$ cat config.mk
export PLATFORM = sky130hd
export DESIGN_NAME = multicycle_control_fsm
export DESIGN_NICKNAME = d
export VERILOG_FILES = /design/src/rtl/multicycle_control_fsm.sv
export SDC_FILE = /design/constraint.sdc
export NUM_CORES = 1
export LEC_CHECK = 0
export ABC_AREA = 1
export CAP_MARGIN = 20
export CORE_AREA = 5 5 42 44
export DETAILED_ROUTE_END_ITERATION = 12
export DIE_AREA = 0 0 47 49
export PLACE_DENSITY = 0.9
export SLEW_MARGIN = 20
export SYNTH_ARGS = -nofsm -noshare
export SYNTH_HDL_FRONTEND = slang
export SYNTH_SLANG_ARGS = --single-unit
$ cat constraint.sdc
create_clock -name clk -period 2.9 [get_ports clk]
set_input_delay 0.725 -clock clk [delete_from_list [all_inputs] [get_ports clk]]
set_output_delay 0.725 -clock clk [all_outputs]
set_load 0.01 [all_outputs]
$ cat src/rtl/multicycle_control_fsm.sv
// multicycle_control_fsm: MultiCycleCPU control unit sequencing fetch/decode/execute/mem/writeback.
// Define MCC_PERF_CNT_EN to add the cyc_cnt/instr_cnt performance counters.
module multicycle_control_fsm #(
    parameter int OPW = 6
`ifdef MCC_PERF_CNT_EN
    , parameter int CNT_W = 32
`endif
) (
    input  logic           clk,
    input  logic           rst_n,
    input  logic [OPW-1:0] opcode,
    input  logic           zero,
    input  logic           mem_ready,
    output logic           pc_write,
    output logic           pc_write_cond,
    output logic           iord,
    output logic           mem_read,
    output logic           mem_write,
    output logic           mem_to_reg,
    output logic           ir_write,
    output logic           reg_write,
    output logic           reg_dst,
    output logic           alu_src_a,
    output logic [1:0]     alu_src_b,
    output logic [1:0]     pc_source,
    output logic [1:0]     alu_op,
    output logic           illegal_op
`ifdef MCC_PERF_CNT_EN
    , output logic [CNT_W-1:0] cyc_cnt,
    output logic [CNT_W-1:0] instr_cnt
`endif
);
    localparam logic [OPW-1:0] OP_R    = OPW'(6'b000000);
    localparam logic [OPW-1:0] OP_LW   = OPW'(6'b100011);
    localparam logic [OPW-1:0] OP_SW   = OPW'(6'b101011);
    localparam logic [OPW-1:0] OP_BEQ  = OPW'(6'b000100);
    localparam logic [OPW-1:0] OP_J    = OPW'(6'b000010);
    localparam logic [OPW-1:0] OP_ADDI = OPW'(6'b001000);

    typedef enum logic [3:0] {
        S_RESET, S_FETCH, S_DECODE, S_MEM_ADDR, S_MEM_RD, S_MEM_WB, S_MEM_WR,
        S_EXEC, S_R_WB, S_BRANCH, S_JUMP, S_ADDI_EX, S_ADDI_WB
    } state_t;

    state_t state, next;
    logic   is_sw;

    // zero is consumed by the datapath through pc_write_cond
    logic unused_zero;
    assign unused_zero = zero;

    // opcode is only valid in DECODE, so remember lw/sw for MEM_ADDR
    always_ff @(posedge clk or negedge rst_n) begin
        if (!rst_n) begin
            state <= S_RESET;
            is_sw <= 1'b0;
        end else begin
            state <= next;
            if (state == S_DECODE) is_sw <= (opcode == OP_SW);
        end
    end

    always_comb begin
        next          = state;
        pc_write      = 1'b0;
        pc_write_cond = 1'b0;
        iord          = 1'b0;
        mem_read      = 1'b0;
        mem_write     = 1'b0;
        mem_to_reg    = 1'b0;
        ir_write      = 1'b0;
        reg_write     = 1'b0;
        reg_dst       = 1'b0;
        alu_src_a     = 1'b0;
        alu_src_b     = 2'd0;
        pc_source     = 2'd0;
        alu_op        = 2'd0;
        illegal_op    = 1'b0;
        case (state)
            S_RESET: next = S_FETCH;
            S_FETCH: begin
                mem_read  = 1'b1;
                alu_src_b = 2'd1;
                ir_write  = mem_ready;
                pc_write  = mem_ready;
                next      = mem_ready ? S_DECODE : S_FETCH;
            end
            S_DECODE: begin
                alu_src_b = 2'd3;
                case (opcode)
                    OP_R:         next = S_EXEC;
                    OP_LW, OP_SW: next = S_MEM_ADDR;
                    OP_BEQ:       next = S_BRANCH;
                    OP_J:         next = S_JUMP;
                    OP_ADDI:      next = S_ADDI_EX;
                    default: begin
                        next       = S_FETCH;
                        illegal_op = 1'b1;
                    end
                endcase
            end
            S_MEM_ADDR: begin
                alu_src_a = 1'b1;
                alu_src_b = 2'd2;
                next      = is_sw ? S_MEM_WR : S_MEM_RD;
            end
            S_MEM_RD: begin
                iord     = 1'b1;
                mem_read = 1'b1;
                next     = mem_ready ? S_MEM_WB : S_MEM_RD;
            end
            S_MEM_WB: begin
                reg_write  = 1'b1;
                mem_to_reg = 1'b1;
                next       = S_FETCH;
            end
            S_MEM_WR: begin
                iord      = 1'b1;
                mem_write = 1'b1;
                next      = mem_ready ? S_FETCH : S_MEM_WR;
            end
            S_EXEC: begin
                alu_src_a = 1'b1;
                alu_op    = 2'd2;
                next      = S_R_WB;
            end
            S_R_WB: begin
                reg_write = 1'b1;
                reg_dst   = 1'b1;
                next      = S_FETCH;
            end
            S_BRANCH: begin
                alu_src_a     = 1'b1;
                alu_op        = 2'd1;
                pc_write_cond = 1'b1;
                pc_source     = 2'd1;
                next          = S_FETCH;
            end
            S_JUMP: begin
                pc_write  = 1'b1;
                pc_source = 2'd2;
                next      = S_FETCH;
            end
            S_ADDI_EX: begin
                alu_src_a = 1'b1;
                alu_src_b = 2'd2;
                next      = S_ADDI_WB;
            end
            S_ADDI_WB: begin
                reg_write = 1'b1;
                next      = S_FETCH;
            end
            default: next = S_RESET;
        endcase
    end

`ifdef MCC_PERF_CNT_EN
    always_ff @(posedge clk or negedge rst_n) begin
        if (!rst_n) begin
            cyc_cnt   <= '0;
            instr_cnt <= '0;
        end else if (state != S_RESET) begin
            cyc_cnt <= cyc_cnt + CNT_W'(1);
            if (next == S_FETCH && state != S_FETCH) instr_cnt <= instr_cnt + CNT_W'(1);
        end
    end
`endif
endmodule

======== After elaboration in Yosys (flattened, before gate mapping) ========
Index checks and enable logic that the tools add are counted.
operators by class
  eq/ne operators ......................... 17
  multiplexer cells ....................... 21
  reductions and logical operators ........ 10
operator list
  operator                                             count
  one-hot mux 4 bit (8 select lines)                   1
  equality test 4 bit, second input constant           5
  one-hot mux 4 bit (5 select lines)                   1
  equality test 4 x 3 -> 1 bit, second input constant  4
  equality test 6 bit, second input constant           2
  two-way mux 1 bit                                    12
  OR reduction 6 bit                                   2
  equality test 4 x 2 -> 1 bit, second input constant  2
  one-hot mux 2 bit (2 select lines)                   2
  OR reduction 2 bit                                   4
  equality test 6 x 2 -> 1 bit, second input constant  1
  equality test 6 x 3 -> 1 bit, second input constant  1
  equality test 6 x 4 -> 1 bit, second input constant  1
  logical NOT 6 bit                                    1
  one-hot mux 2 bit (3 select lines)                   1
  equality test 4 x 1 -> 1 bit, second input constant  1
  logical NOT 4 bit                                    1
  two-way mux 2 bit                                    2
  OR reduction 4 bit                                   1
  two-way mux 3 bit                                    1
  OR reduction 3 bit                                   1
  one-hot mux 1 bit (2 select lines)                   1
word-level totals
  register bits after elaboration ......... 5
  bits of input ports ..................... 10
  output and inout port bits .............. 17
  word-level logic and storage cells ...... 50

======== Depth between registers and ports, before layout ========
  depth in word-level cells ............... 4
  depth in mapped cells ................... 7

======== Worst setup path before layout ========
OpenSTA, ideal clock, no wires.
  path type ............................... in2out
  start ................................... input opcode[5]
  end ..................................... output illegal_op
  arrival time ............................ 1,259 ps
  required time ........................... 2,175 ps
  path slack .............................. 916 ps
  cell stages on the path ................. 4
  buffers on the path ..................... 0
  cell sequence ........................... nor2_1 -> nand2_1 -> o21ai_0 -> nor2_1
between the ends
  cells in the longest elaborated chain, start to end .. 4
  elaborated cells between the ends (all ways) .. 9
ends and longest elaborated chain
  element                                      RTL line  RTL
  start, declared                              11        input logic [OPW-1:0] opcode,
  equality test 6 bit (tied with other cells)  90        case (opcode)
  OR reduction 6 bit (no source line) (*)      -
  two-way mux 1 bit (*)                        90
  two-way mux 1 bit (*)                        79        case (state)
  end, declared                                27        output logic illegal_op
Every way passes the cells marked *; elsewhere a longest branch is shown, timed or not.

======== Final worst setup path ========
  start ................................... input mem_ready
  end ..................................... output pc_write
between the ends
  cells in the longest elaborated chain, start to end .. 1
ends and longest elaborated chain
  element                             RTL line  RTL
  start, declared                     13        input logic mem_ready,
  one-hot mux 1 bit (2 select lines)  79
  end, declared                       14        output logic pc_write,
Every way passes these cells.

==> impl_metrics.toml <==
[sta]
setup_violations = 0
hold_slack_ns = 0.4975
min_period_ns = 2.748
period_share = 0.9475
fmax_ghz = 0.3639
final_hold_viol_count = 0
maxSlewHeadroom = 0.8234
skew_ns = 0.003942
worst_pin_slew_ns = 0.2649
rsz0062_at_grt = "false"
drv_slew = 0

[global_route]
grt.overflow.total = 0
grt_max_degree = 7
grt_usage = 0.1364
antenna_found_initial = 0
grt_pass1_wl_um = 2277
first_global_vias = 613

[clock_tree]
cts_sinks = 5
cts-root-buf = "clkbuf_4"
clockBufferDepth = 2
clk_pin_slew_ns = 0.04
worstSkewPairLatency_ns = 0.25
cts_htree_levels = 1
postCtsHoldBufs = 0
cts_buffers = 3
tritoncts = "built"

[cells_and_area]
area_growth_pct = 62.04
fin_nets = 132
fin_cells = 137
num_antenna_cells = 0
final_area_um2 = 833.3
fillCellCount = 145
final_util = 0.5946
drive_gt1_frac = 0.1983

[synthesis]
synth_area_leaders = "dfrtp_1 (24%), nand2_1 (21%), nor2_1 (10%), inv_1 (8.8%), nand3_1 (7.8%)"
yosys.area.top_type = "dfrtp_1"
synth_fp_nets = 100
syn_avg_cell_area_um2 = 5.714
synth_edf_count = 0
syn_inst = 90
ys_top_cells_by_count = "nand2_1 (29), nor2_1 (14), inv_1 (12)"
synth_cell_types = 15
netlist.area_leader.share = 0.2433
async_flop_share = 1.000
ys_seq_area_frac = 0.2433
ys_seq_elements = 5
ys.warnings.count = 0
synth_ff_type = "dfrtp_1"
yosysMostFrequentCell = "nand2_1"
synth_area_um2 = 514.2

[detailed_routing]
routed_wl_um = 1430
drt_pass1_iterations = 4
wl_per_cell_um = 10.44
vias = 653
vias_per_cell = 4.766
drtAntennaViolNets = 0
drc = 0
dr.first_iter.drc_count = 14

[placement]
io_buffers = 25
place_inst = 133
post_dp_cell_area_um2 = 799.5
post-dp-hpwl_um = 1181
gp_congestion = 0.9222

[power_and_ir_drop]
power.density_nw_per_um2 = 755.6
p_sw_frac = 0.4619
pwr-share-comb = 0.654
internal-power_uw = 338.8
seq_power_share = 0.213
peakVddDrop_mv = 0.2961
p_sw_uw = 290.8
cellLeakagePower_nw = 0.4456
p_clk_frac = 0.133

[floorplan]
io-pin-count = 27
die_h_um = 49
core_area_um2 = 1401
initial_core_util = 0.3670
die-area_um2 = 2303
die_width_um = 47
num_rows = 14

[worst_setup_path]
crit_path_max_fanout = 4
critPathLaunchType = "primary input"
worstPathArrival_ns = 2.02
end_kind = "primary output"
critPathKind = "primary input to primary output"
worstPathRequired_ns = 2.17

[run_status]
status = "complete, no violations"

[run]
maxCapViolations = 0

[worst_hold_path]
holdCritPathClass = "flip-flop to flip-flop"
==> sequential cells by signal, indices dropped and copies added (netlist names) <==
name   count
state      4
is_sw      1
==> logic make-up (layout without fill, tap and decap cells) <==
logic type	after synthesis	count (layout)	synth area share
flip-flops	5	5	0.2433
AND/OR/NAND/NOR	63	63	0.5742
buffers and inverters	17	48	0.1314
AO/OA/AOI/OAI	5	5	0.05108
==> repair_timing <==
action	4_1_cts	5_1_grt
endpoints found under the setup margin	1	0
hold endpoints to repair	0	0
resized for setup	4	0
setup buffers	0	0
==> power groups by stage <==
stage | Clock (mW) | Combinational (mW) | Sequential, mW
floorplan | 0 | 0.232 | 0.129
global placement | 0 | 0.408 | 0.134
detailed placement | 0 | 0.416 | 0.134
CTS | 0.0869 | 0.417 | 0.134
global route | 0.0942 | 0.455 | 0.137
finish | 0.0838 | 0.412 | 0.134
==> through the flow <==
step	power [mW]	TNS, ns	worst slack [ns]
4_1_cts	0.6375	0	0.1609
2_1_floorplan	0.3612	0	0.9156
3_5_place_dp	0.5503	-0.04188	-0.04188
5_1_grt	0.6868	0	0.06228
6_report	0.6296	0	0.1522
3_3_place_gp	0.5419	-0.04385	-0.04385
==> layout by cell type, fill, tap and decap left out, drive strengths merged <==
master | Yosys | layout
nand2 | 33 | 33
clkdlybuf4s50 | 0 | 24
nor2 | 19 | 19
inv | 16 | 16
nand3 | 9 | 9
dfrtp | 5 | 5
o21ai | 4 | 4
clkbuf | 0 | 3
buf | 1 | 3
nand4 | 2 | 2
o22ai | 1 | 1
clkinv | 0 | 1
dlygate4sd2 | 0 | 1
==> routing by layer <==
layer	track usage	vias up	part of all wire
met5	0	-	0
met4	0.08295	0	0.015
met3	0.02214	2	0.074
met2	0.2579	23	0.58
met1	0.1222	286	0.33
li1	-	342	-
==> final timing paths <==
| check | startpoint | endpoint | slack, ns | cells after the start |
|---|---|---|---|---|
| max | mem_ready | pc_write | 0.15 | 4 |
| min | is_sw$_DFFE_PN0P_ | is_sw$_DFFE_PN0P_ | 0.50 | 2 |
| max reg2reg | state[2]$_DFF_PN0_ | is_sw$_DFFE_PN0P_ | 1.75 | 5 |
| min reg2reg | is_sw$_DFFE_PN0P_ | is_sw$_DFFE_PN0P_ | 0.50 | 2 |
| max in group asynchronous | rst_n | is_sw$_DFFE_PN0P_ | 2.01 | 1 |
| min in group asynchronous | rst_n | state[0]$_DFF_PN0_ | 0.69 | 1 |
==> critical path, cell delays in order <==
cell and delay [ns]:
clkdlybuf4s50_1 0.51, inv_1 0.10, o22ai_1 0.13, clkdlybuf4s50_1 0.56
==> layout make-up <==
type | instances | area (µm²) | area share
flip-flops and latches | 5 | 125.1 | 0.1502
clock inverters | 1 | 5.005 | 0.006006
inverters | 16 | 60.06 | 0.07207
well taps | 16 | 20.02 | 0.02402
multi-input cells | 68 | 329.1 | 0.3949
repair buffers | 28 | 271.5 | 0.3258
clock buffers | 3 | 22.52 | 0.02703
No activity file was read; power rests on OpenSTA's default activity.
